`src/rtl/ripple_sampler_pkg.sv`:
```
// Shared types and default sizing for the ripple counter sampler.
package ripple_sampler_pkg;

  typedef enum logic [1:0] {
    IDLE    = 2'd0,
    ACQUIRE = 2'd1,
    TRACK   = 2'd2
  } state_t;

  localparam int WIDTH_DEF      = 4;
  localparam int STABLE_CYC_DEF = 2;
  localparam int WRAP_W_DEF     = 8;
  localparam int ERR_CNT_W      = 8;

endpackage

```
`src/rtl/ripple_count_sampler_if.sv`:
```
// Enable/sample inputs and accepted-count outputs of the ripple counter sampler.
interface ripple_count_sampler_if #(
  parameter int WIDTH  = 4,
  parameter int WRAP_W = 8
);
  import ripple_sampler_pkg::*;

  logic                     en;
  logic [WIDTH-1:0]         q_in;
  logic [WIDTH-1:0]         count;
  logic                     count_valid;
  logic [WRAP_W+WIDTH-1:0]  ext_count;
  logic                     wrap_pulse;
  logic                     step_err;
  logic [ERR_CNT_W-1:0]     err_cnt;

  modport master (
    output en, q_in,
    input  count, count_valid, ext_count, wrap_pulse, step_err, err_cnt
  );

  modport slave (
    input  en, q_in,
    output count, count_valid, ext_count, wrap_pulse, step_err, err_cnt
  );
endinterface

```
`src/rtl/count_bus_sync.sv`:
```
// Synchronizes the asynchronous counter bus and strobes once per value that has
// stayed stable for STABLE_CYC synchronized samples.
module count_bus_sync
  import ripple_sampler_pkg::*;
#(
  parameter int WIDTH      = WIDTH_DEF,
  parameter int STABLE_CYC = STABLE_CYC_DEF
) (
  input  logic             clk,
  input  logic             rst_n,
  input  logic [WIDTH-1:0] i_q,
  output logic [WIDTH-1:0] o_stable_val,
  output logic             o_stable_stb
);

  localparam int HOLD_W = (STABLE_CYC < 1) ? 1 : $clog2(STABLE_CYC + 1);
  localparam int RUN_W  = HOLD_W + 1;
  localparam logic [HOLD_W-1:0] HOLD_MAX = HOLD_W'(STABLE_CYC);

  logic [WIDTH-1:0]  r_s1, r_s2, r_s3;
  logic [HOLD_W-1:0] r_hold;
  logic              w_eq;
  logic [RUN_W-1:0]  w_run;

  // w_run = number of consecutive samples s2 has shown its current value;
  // the hold counter saturates so a long-stable value strobes exactly once.
  assign w_eq         = (r_s2 == r_s3);
  assign w_run        = w_eq ? ({1'b0, r_hold} + RUN_W'(2)) : RUN_W'(1);
  assign o_stable_stb = (w_run == RUN_W'(STABLE_CYC));
  assign o_stable_val = r_s2;

  always_ff @(posedge clk) begin
    if (!rst_n) begin
      r_s1   <= '0;
      r_s2   <= '0;
      r_s3   <= '0;
      r_hold <= '0;
    end else begin
      r_s1 <= i_q;
      r_s2 <= r_s1;
      r_s3 <= r_s2;
      if (!w_eq)
        r_hold <= '0;
      else if (r_hold != HOLD_MAX)
        r_hold <= r_hold + 1'b1;
    end
  end

endmodule

```
`src/rtl/ripple_count_sampler.sv`:
```
// Ripple down-counter sampler: accepts only stable codes, extends the count with
// an underflow counter. Optional skipped-step checker: RIPPLE_SAMPLER_STEP_CHECK_EN.
module ripple_count_sampler
  import ripple_sampler_pkg::*;
#(
  parameter int WIDTH      = WIDTH_DEF,
  parameter int STABLE_CYC = STABLE_CYC_DEF,
  parameter int WRAP_W     = WRAP_W_DEF
) (
  input logic                   clk,
  input logic                   rst_n,
  ripple_count_sampler_if.slave bus
);

  localparam logic [WIDTH-1:0] CNT_MAX = '1;

  state_t              r_state;
  logic [WIDTH-1:0]    r_count;
  logic                r_valid;
  logic [WRAP_W-1:0]   r_wraps;
  logic                r_wrap_pulse;
  logic [WIDTH-1:0]    w_stable_val;
  logic                w_stable_stb;

  count_bus_sync #(
    .WIDTH      (WIDTH),
    .STABLE_CYC (STABLE_CYC)
  ) u_sync (
    .clk          (clk),
    .rst_n        (rst_n),
    .i_q          (bus.q_in),
    .o_stable_val (w_stable_val),
    .o_stable_stb (w_stable_stb)
  );

  // Dropping en wins over a same-edge acceptance; wraps survive re-enable.
  always_ff @(posedge clk) begin
    if (!rst_n) begin
      r_state      <= IDLE;
      r_count      <= '0;
      r_valid      <= 1'b0;
      r_wraps      <= '0;
      r_wrap_pulse <= 1'b0;
    end else begin
      r_wrap_pulse <= 1'b0;
      if (!bus.en) begin
        r_state <= IDLE;
        r_valid <= 1'b0;
      end else begin
        case (r_state)
          IDLE: r_state <= ACQUIRE;
          ACQUIRE: begin
            if (w_stable_stb) begin
              r_count <= w_stable_val;
              r_valid <= 1'b1;
              r_state <= TRACK;
            end
          end
          TRACK: begin
            if (w_stable_stb) begin
              r_count <= w_stable_val;
              if (r_count == '0 && w_stable_val == CNT_MAX) begin
                r_wrap_pulse <= 1'b1;
                r_wraps      <= r_wraps + 1'b1;
              end
            end
          end
          default: r_state <= IDLE;
        endcase
      end
    end
  end

  assign bus.count       = r_count;
  assign bus.count_valid = r_valid;
  assign bus.ext_count   = {r_wraps, r_count};
  assign bus.wrap_pulse  = r_wrap_pulse;

`ifdef RIPPLE_SAMPLER_STEP_CHECK_EN
  logic                 r_step_err;
  logic [ERR_CNT_W-1:0] r_err_cnt;
  logic [WIDTH-1:0]     w_dec;
  logic                 w_bad_step;

  function automatic logic [ERR_CNT_W-1:0] sat_inc(input logic [ERR_CNT_W-1:0] x);
    return (x == '1) ? x : x + 1'b1;
  endfunction

  // 0 -> max is a legal decrement, so a wrap never counts as a step error.
  assign w_dec      = r_count - WIDTH'(1);
  assign w_bad_step = bus.en && (r_state == TRACK) && w_stable_stb &&
                      (w_stable_val != w_dec) && (w_stable_val != r_count);

  always_ff @(posedge clk) begin
    if (!rst_n) begin
      r_step_err <= 1'b0;
      r_err_cnt  <= '0;
    end else begin
      r_step_err <= w_bad_step;
      if (w_bad_step)
        r_err_cnt <= sat_inc(r_err_cnt);
    end
  end

  assign bus.step_err = r_step_err;
  assign bus.err_cnt  = r_err_cnt;
`else
  assign bus.step_err = 1'b0;
  assign bus.err_cnt  = '0;
`endif

endmodule

```
`src/flat_wrapper.sv`:
```
// flat-port wrapper written by rule: the top's interface ports become plain ports
module ripple_count_sampler_flat import ripple_sampler_pkg::*;
#(
  parameter int WIDTH      = WIDTH_DEF,
  parameter int STABLE_CYC = STABLE_CYC_DEF,
  parameter int WRAP_W     = WRAP_W_DEF
)
  (clk, rst_n, bus_en, bus_q_in, bus_count, bus_count_valid, bus_ext_count, bus_wrap_pulse, bus_step_err, bus_err_cnt);
  ripple_count_sampler_if #(.WIDTH(WIDTH), .WRAP_W(WRAP_W)) bus_i ();
  input logic clk;
  input logic rst_n;
  input wire logic [$bits(bus_i.en)-1:0] bus_en;
  input wire logic [$bits(bus_i.q_in)-1:0] bus_q_in;
  output wire logic [$bits(bus_i.count)-1:0] bus_count;
  output wire logic [$bits(bus_i.count_valid)-1:0] bus_count_valid;
  output wire logic [$bits(bus_i.ext_count)-1:0] bus_ext_count;
  output wire logic [$bits(bus_i.wrap_pulse)-1:0] bus_wrap_pulse;
  output wire logic [$bits(bus_i.step_err)-1:0] bus_step_err;
  output wire logic [$bits(bus_i.err_cnt)-1:0] bus_err_cnt;
  assign bus_i.en = bus_en;
  assign bus_i.q_in = bus_q_in;
  assign bus_count = bus_i.count;
  assign bus_count_valid = bus_i.count_valid;
  assign bus_ext_count = bus_i.ext_count;
  assign bus_wrap_pulse = bus_i.wrap_pulse;
  assign bus_step_err = bus_i.step_err;
  assign bus_err_cnt = bus_i.err_cnt;
  ripple_count_sampler #(.WIDTH(WIDTH), .STABLE_CYC(STABLE_CYC), .WRAP_W(WRAP_W)) u_core (.clk(clk), .rst_n(rst_n), .bus(bus_i));
endmodule
```
`config.mk`:
```
export PLATFORM = sky130hd
export DESIGN_NAME = ripple_count_sampler_flat
export DESIGN_NICKNAME = d
export VERILOG_FILES = /design/src/rtl/ripple_sampler_pkg.sv /design/src/rtl/ripple_count_sampler_if.sv /design/src/rtl/count_bus_sync.sv /design/src/rtl/ripple_count_sampler.sv /design/src/flat_wrapper.sv
export SDC_FILE = /design/constraint.sdc
export NUM_CORES = 1
export LEC_CHECK = 0
export CORE_ASPECT_RATIO = 2
export CORE_MARGIN = 10
export CORE_UTILIZATION = 50
export CTS_BUF_LIST = sky130_fd_sc_hd__clkbuf_4 sky130_fd_sc_hd__clkbuf_8
export CTS_CLUSTER_SIZE = 8
export DETAILED_ROUTE_END_ITERATION = 10
export GPL_TIMING_DRIVEN = 0
export PLACE_DENSITY = 0.79
export SYNTH_ARGS = -nofsm -noshare
export SYNTH_HDL_FRONTEND = slang
export SYNTH_SLANG_ARGS = --single-unit
```
`constraint.sdc`:
```
create_clock -name clk -period 1.7 [get_ports clk]
set_input_delay 0.255 -clock clk [delete_from_list [all_inputs] [get_ports clk]]
set_output_delay 0.255 -clock clk [all_outputs]
set_load 0.01 [all_outputs]
```
==> out/qor.txt, run 1 <==
status - finished, final reports clean
Iter 0 DRT Violations - 11
drc violations - 0
Unique masters post-synth - 35
Reg2Reg Setup Slack - 0.03 ns
Final Power - 1.52 mW
Synth Flop Type - dfxtp_1
crit path buf inv count - 1
post-CTS setup repair buffer count - 0
syn avg cell area - 9.33 sq um
DPL Wire Length - 2.49 mm
CP top delay family - simple AND/OR/NAND/NOR gates
core box area - 2740 sq um
final setup fails - 0
fraction of the yosys area taken by sequential cells - 42.9%
# port buffers - 24
grt total ovfl - 0
Post-synth EDFFs - 0
Crit. End Element - flip-flop
Fmax - 0.600 GHz
antenna violations before repair - 0
RR Endpoint - u_core.r_wraps[6]$_SDFFE_PN0P_
Cell Rows - 27
Antenna Cells - 0
GRT Util Overall - 12.6%
#FFs+latches synth - 30
Die X - 57.4 microns
CP Max Fanout - 10
largest net degree at the start of global routing - 11
CTS clk-pin slew, worst paths - 0.07 ns
Clk Tree Root Cell - clkbuf_8
DR vias - 1199
Pleak - 0.757 nW
Mapped Cells - 150
die extent in y - 94.8 microns
first-pass GRT wire length - 5.53 mm
routed vias/inst - 5.47
remaining antenna violation count - 0
DIE AREA - 5440 sq um
CP Capture Point - u_core.r_wraps[6]$_SDFFE_PN0P_
hold_ws - 0.315 ns
Crit Path Category - flip-flop to flip-flop
IO Count - 34
CTS Buffer Depth - 2
htree depth - 2
crit share post-route - 98.0%
share of cells above drive strength 1 - 16.8%
hold-critical path depth - 3
Critical-path top delay cell - dfxtp_1
Starting Density - 51.2%
Crit path largest cell delay - 0.36 ns
Area Overhead vs Synth - 32.5%
RSZ-0062 raised after global routing - true
worst-path cell chain - nor4b_4 -> nand4_4 -> buf_6 -> o311ai_2 -> o41ai_2
CTS tree - yes
worst vdd ir - 0.768 mV
number of hold buffers added after cts - 0
Crit path depth - 5
Routed WL - 3.26 mm
CTS buffer count - 5
Worst EP arrival - 1.82 ns
# nets final - 201
FF-to-FF path depth - 5
Min Clock Period, post-route - 1.67 ns
Post-Syn Area - 1400 sq um
Final Hold Violating Endpoints - 0
number of global-route vias before repair - 1225
fin util - 67.8%
max_cap viols - 0
fill count - 247
Clock Sinks - 30
RR Startpoint - u_core.bus.count[3]$_SDFFE_PN0P_
worst path required time - 1.85 ns
ys async rst share - 0%
Worst Setup SP - u_core.bus.count[3]$_SDFFE_PN0P_
Power Density - 817 nW/um^2
drt first pass iters - 4
clk_skew - 0.00647 ns
Slew Viols, Final - 0
Critical Path Start Type - flip-flop
Hold Path Class - input port to flip-flop
routed length per instance - 14.9 microns
yosys warns - 0
clock latency on the worst-skew pair - 0.28 ns
RePlAce Congestion - 0.827
## tightest hold or removal path: cells and delay by family
kind	cells	cell delay [ns]
buffers and inverters	1	0.16
and+or+nand+nor	2	0.13
## flip-flops by register name, indices dropped and copies added, names as in the netlist
signal and flops:
u_core.bus.wrap_pulse 1, u_core.bus.count 4, u_core.u_sync.o_stable_val 4, u_core.bus.count_valid 1
u_core.u_sync.r_s3 4, u_core.u_sync.r_hold 2, u_core.r_state 2, u_core.u_sync.r_s1 4
u_core.r_wraps 8
## cell type report
cell class                 instances  area (sq um)  share of cell area, %
sequential                        30           601                   32.4
buffer                            19           130                   7.01
clock buffer                       6          82.6                   4.45
timing repair buffer              24           243                   13.1
clock inverter                     2          12.5                  0.674
tap                               29          36.3                   1.96
inverter                           6          22.5                   1.21
multi-input combinational        103           728                   39.2
## synth_stat cells (5+ instances only)
| master | count | share of area [%] |
|---|---|---|
| dfxtp_1 | 30 | 43 |
| and2_1 | 15 | 6.7 |
| buf_4 | 13 | 7.0 |
| nand3_1 | 8 | 2.9 |
| a21oi_1 | 7 | 2.5 |
| o21ai_0 | 7 | 2.5 |
| inv_1 | 6 | 1.6 |
| nand2_1 | 6 | 1.6 |
| nand2b_1 | 6 | 2.7 |
| ha_1 | 5 | 4.5 |
| o41ai_1 | 5 | 3.1 |
## stage by stage
| stage | TNS (ns) | worst slack (ns) | cells | cell area (sq um) |
|---|---|---|---|---|
| after floorplan | 0 | 0.192 | 158 | 1430 |
| after global placement | -2.27 | -0.345 | 211 | 1710 |
| after detailed placement | -2.44 | -0.332 | 211 | 1710 |
| after CTS | 0 | 0.000673 | 219 | 1820 |
| after global routing | -0.0303 | -0.0303 | 219 | 1860 |
| final | 0 | 0.0332 | 219 | 1860 |
## what timing repair did
action                                  in CTS  in global routing
resized for setup                            3                 10
pin swaps                                    0                  1
endpoints found under the setup margin       3                  4
gates cloned                                 0                  0
## placed cells by master, fill, tap and decap left out, types with 2 or more instances in the layout
cell and instances:
nand2b_1 6, o311ai_0 2, nand2_1 6, a21oi_1 7
buf_4 13, and2_1 14, nand3_1 8, clkdlybuf4s50_1 23
o21ai_0 7, mux2i_1 2, nand4_1 4, clkbuf_1 3
clkbuf_8 6, ha_1 4, nor2_1 4, conb_1 9
xnor2_1 4, o41ai_1 4, dfxtp_1 30, o311ai_1 2
inv_1 5, or3_1 3
## how the worst min path moves through the flow
stage                                                          end                              from
after CTS                 u_core.u_sync.o_stable_val[1]$_SDFF_PN0_  u_core.u_sync.r_s1[1]$_SDFF_PN0_
after detailed placement  u_core.u_sync.o_stable_val[0]$_SDFF_PN0_  u_core.u_sync.r_s1[0]$_SDFF_PN0_
final                             u_core.bus.wrap_pulse$_SDFF_PN0_                            bus_en
after global placement    u_core.u_sync.o_stable_val[1]$_SDFF_PN0_  u_core.u_sync.r_s1[1]$_SDFF_PN0_
after floorplan                   u_core.u_sync.r_s1[0]$_SDFF_PN0_                       bus_q_in[0]
after global routing              u_core.bus.wrap_pulse$_SDFF_PN0_                            bus_en
## cells by family (layout without fill, tap and decap cells)
logic type / count (synthesis) / after routing / share of synthesized area [%]
buffers and inverters: 25 / 57 / 10.8
multiplexers: 2 / 2 / 1.43
other: 1 / 9 / 0.268
AO/OA/AOI/OAI: 27 / 27 / 12.9
XOR/XNOR: 5 / 5 / 3.13
AND/OR/NAND/NOR: 55 / 55 / 24.1
flip-flops: 30 / 30 / 42.9
adder cells (fa/ha/maj): 5 / 5 / 4.47
## report_power, final
part | internal (mW) | switching (mW) | leakage [nW]
registers | 0.723 | 0.0184 | 0.244
logic | 0.0800 | 0.103 | 0.465
clock network | 0.325 | 0.267 | 0.0472
total | 1.13 | 0.388 | 0.757
## per-layer routing
metal  global-route usage [%]  wire [microns]  up-vias
met2                     22.3            1770       37
met1                     10.8            1070      568
met3                     6.18             319       10
li1                         -               -      584
met4                     7.87             102        0
met5                        0               0        -
(Power assumes the default switching activity.)
==> run 2, diff against run 1 <==
--- a/config.mk
+++ b/config.mk
@@ -11,7 +11,8 @@
 export CTS_BUF_LIST = sky130_fd_sc_hd__clkbuf_4 sky130_fd_sc_hd__clkbuf_8
 export CTS_CLUSTER_SIZE = 8
 export DETAILED_ROUTE_END_ITERATION = 10
-export GPL_TIMING_DRIVEN = 0
+export GPL_TIMING_DRIVEN = 1
+export MAX_ROUTING_LAYER = met4
 export PLACE_DENSITY = 0.79
 export SYNTH_ARGS = -nofsm -noshare
 export SYNTH_HDL_FRONTEND = slang
==> run 2 against run 1 <==
Effect of this change: clock skew is 0.0020 ns higher; cell count down 3.2%; highest routed layer unchanged; via count fell by 1.3%; largest power group unchanged; critical path type unchanged; critical endpoint is now u_core.r_wraps[3]$_SDFFE_PN0P_; combinational power shrank 4%.
==> out/qor.txt, run 2 (synthesis results as in run 1) <==
status - finished, final reports clean
Power Density - 830 nW/um^2
Largest Register - u_core.r_wraps
Iter 0 DRT Violations - 42
Final Hold Violating Endpoints - 0
hold_ws - 0.433 ns
remaining antenna violation count - 0
Routed WL - 3.35 mm
CTS Buffer Depth - 2
IO Count - 34
Fmax - 0.605 GHz
most frequent cells in the layout - dfxtp_1, clkdlybuf4s50_1, and2_1
fill count - 245
Slew Viols, Final - 0
Starting Density - 51.2%
first-pass GRT wire length - 5.11 mm
number of global-route vias before repair - 1195
Antenna Cells - 0
DR vias - 1184
placed insts - 202
Clk Tree Root Cell - clkbuf_8
Worst EP arrival - 1.80 ns
Pleak - 0.720 nW
Tightest Pin Transition - 0.534 ns
Crit. End Element - flip-flop
wire length on met1 - 1.19 mm
routed length per instance - 15.8 microns
htree depth - 2
Clock Sinks - 30
Die X - 57.4 microns
largest net degree at the start of global routing - 16
CTS tree - yes
CP Max Fanout - 4
metal3 WL - 246 microns
DIE AREA - 5440 sq um
max reg flops - 8
RSZ-0062 raised after global routing - true
Rel. slew slack - 64.3%
routed vias/inst - 5.58
Area Overhead vs Synth - 29.8%
worst vdd ir - 0.686 mV
CTS clk-pin slew, worst paths - 0.06 ns
Critical Path Start Type - flip-flop
crit share post-route - 97.3%
RePlAce Congestion - 0.809
grt total ovfl - 0
clk_skew - 0.00845 ns
Final Instance Count excl. Fillers - 212
clock latency on the worst-skew pair - 0.28 ns
final setup fails - 0
DPL Wire Length - 2.39 mm
Min Clock Period, post-route - 1.65 ns
worst path required time - 1.85 ns
CTS buffer count - 5
fin util - 66.4%
Crit Path Category - flip-flop to flip-flop
antenna violations before repair - 0
met2 WL - 1.79 mm
most common cell after layout, fill and taps aside - dfxtp_1
Max Used Layer - met4
max_cap viols - 0
# port buffers - 24
drc violations - 0
# nets final - 194
die extent in y - 94.8 microns
core box area - 2740 sq um
Cell Rows - 27
GRT Util Overall - 12.2%
Hold Path Class - flip-flop to flip-flop
drt first pass iters - 4
share of cells above drive strength 1 - 15.8%
==> run 2: worst paths after layout <==
| check | startpoint | endpoint | slack, ns | cells after the start |
|---|---|---|---|---|
| worst max-delay path | u_core.r_state[0]$_SDFFE_PN0P_ | u_core.r_wraps[3]$_SDFFE_PN0P_ | 0.05 | 7 |
| worst min-delay path | u_core.u_sync.r_s1[1]$_SDFF_PN0_ | u_core.u_sync.o_stable_val[1]$_SDFF_PN0_ | 0.43 | 1 |
| worst max register to register | u_core.r_state[0]$_SDFFE_PN0P_ | u_core.r_wraps[3]$_SDFFE_PN0P_ | 0.05 | 7 |
| worst min register to register | u_core.u_sync.r_s1[1]$_SDFF_PN0_ | u_core.u_sync.o_stable_val[1]$_SDFF_PN0_ | 0.43 | 1 |
==> run 2: what timing repair did <==
action,4_1_cts,5_1_grt
hold buffers,0,0
pin swaps,1,1
gates resized for setup,0,11
endpoints found under the setup margin,1,5
setup buffers,2,0
==> run 2: where the power goes <==
group	switching [mW]	internal, mW	total, mW
Combinational	0.0998	0.0756	0.175
Clock	0.267	0.325	0.592
Sequential	0.0177	0.723	0.741
==> run 2: metrics by stage <==
stage	area [sq um]	power (mW)	TNS (ns)	setup WS, ns
CTS	1760	1.52	0	0.0396
global placement	1650	0.912	-1.16	-0.164
finish	1820	1.51	0	0.0465
floorplan	1430	0.874	0	0.192
global route	1820	1.57	-0.0688	-0.0419
detailed placement	1650	0.920	-1.95	-0.329
==> run 2: worst max-delay path: stages, from the launching register on <==
cell and delay, ns:
dfxtp_1 0.33, inv_1 0.08, ha_1 0.18, and2_1 0.17, nand4_2 0.14, buf_4 0.19, o311ai_2 0.29, o41ai_2 0.13
==> run 2: routing by layer <==
metal | GRT usage, % | up-vias
met1 | 10.2 | 557
met5 | - | -
li1 | - | 568
met2 | 20.4 | 48
met3 | 4.70 | 11
met4 | 10.0 | 0
==> run 2: cell type report <==
| type | count | area, sq um | area share [%] |
|---|---|---|---|
| sequential | 30 | 601 | 33.0 |
| timing repair buffer | 36 | 334 | 18.4 |
| inverter | 6 | 22.5 | 1.24 |
| multi-input combinational | 103 | 729 | 40.1 |
| clock buffer | 6 | 82.6 | 4.54 |
| tap | 29 | 36.3 | 2.00 |
| clock inverter | 2 | 12.5 | 0.688 |
==> run 3, diff against run 2 <==
--- a/config.mk
+++ b/config.mk
@@ -5,6 +5,7 @@
 export SDC_FILE = /design/constraint.sdc
 export NUM_CORES = 1
 export LEC_CHECK = 0
+export ABC_CLOCK_PERIOD_IN_PS = 1700
 export CORE_ASPECT_RATIO = 2
 export CORE_MARGIN = 10
 export CORE_UTILIZATION = 50
==> results of run 3 <==
The final DEF is identical to that of run 2; final timing and power are the same.
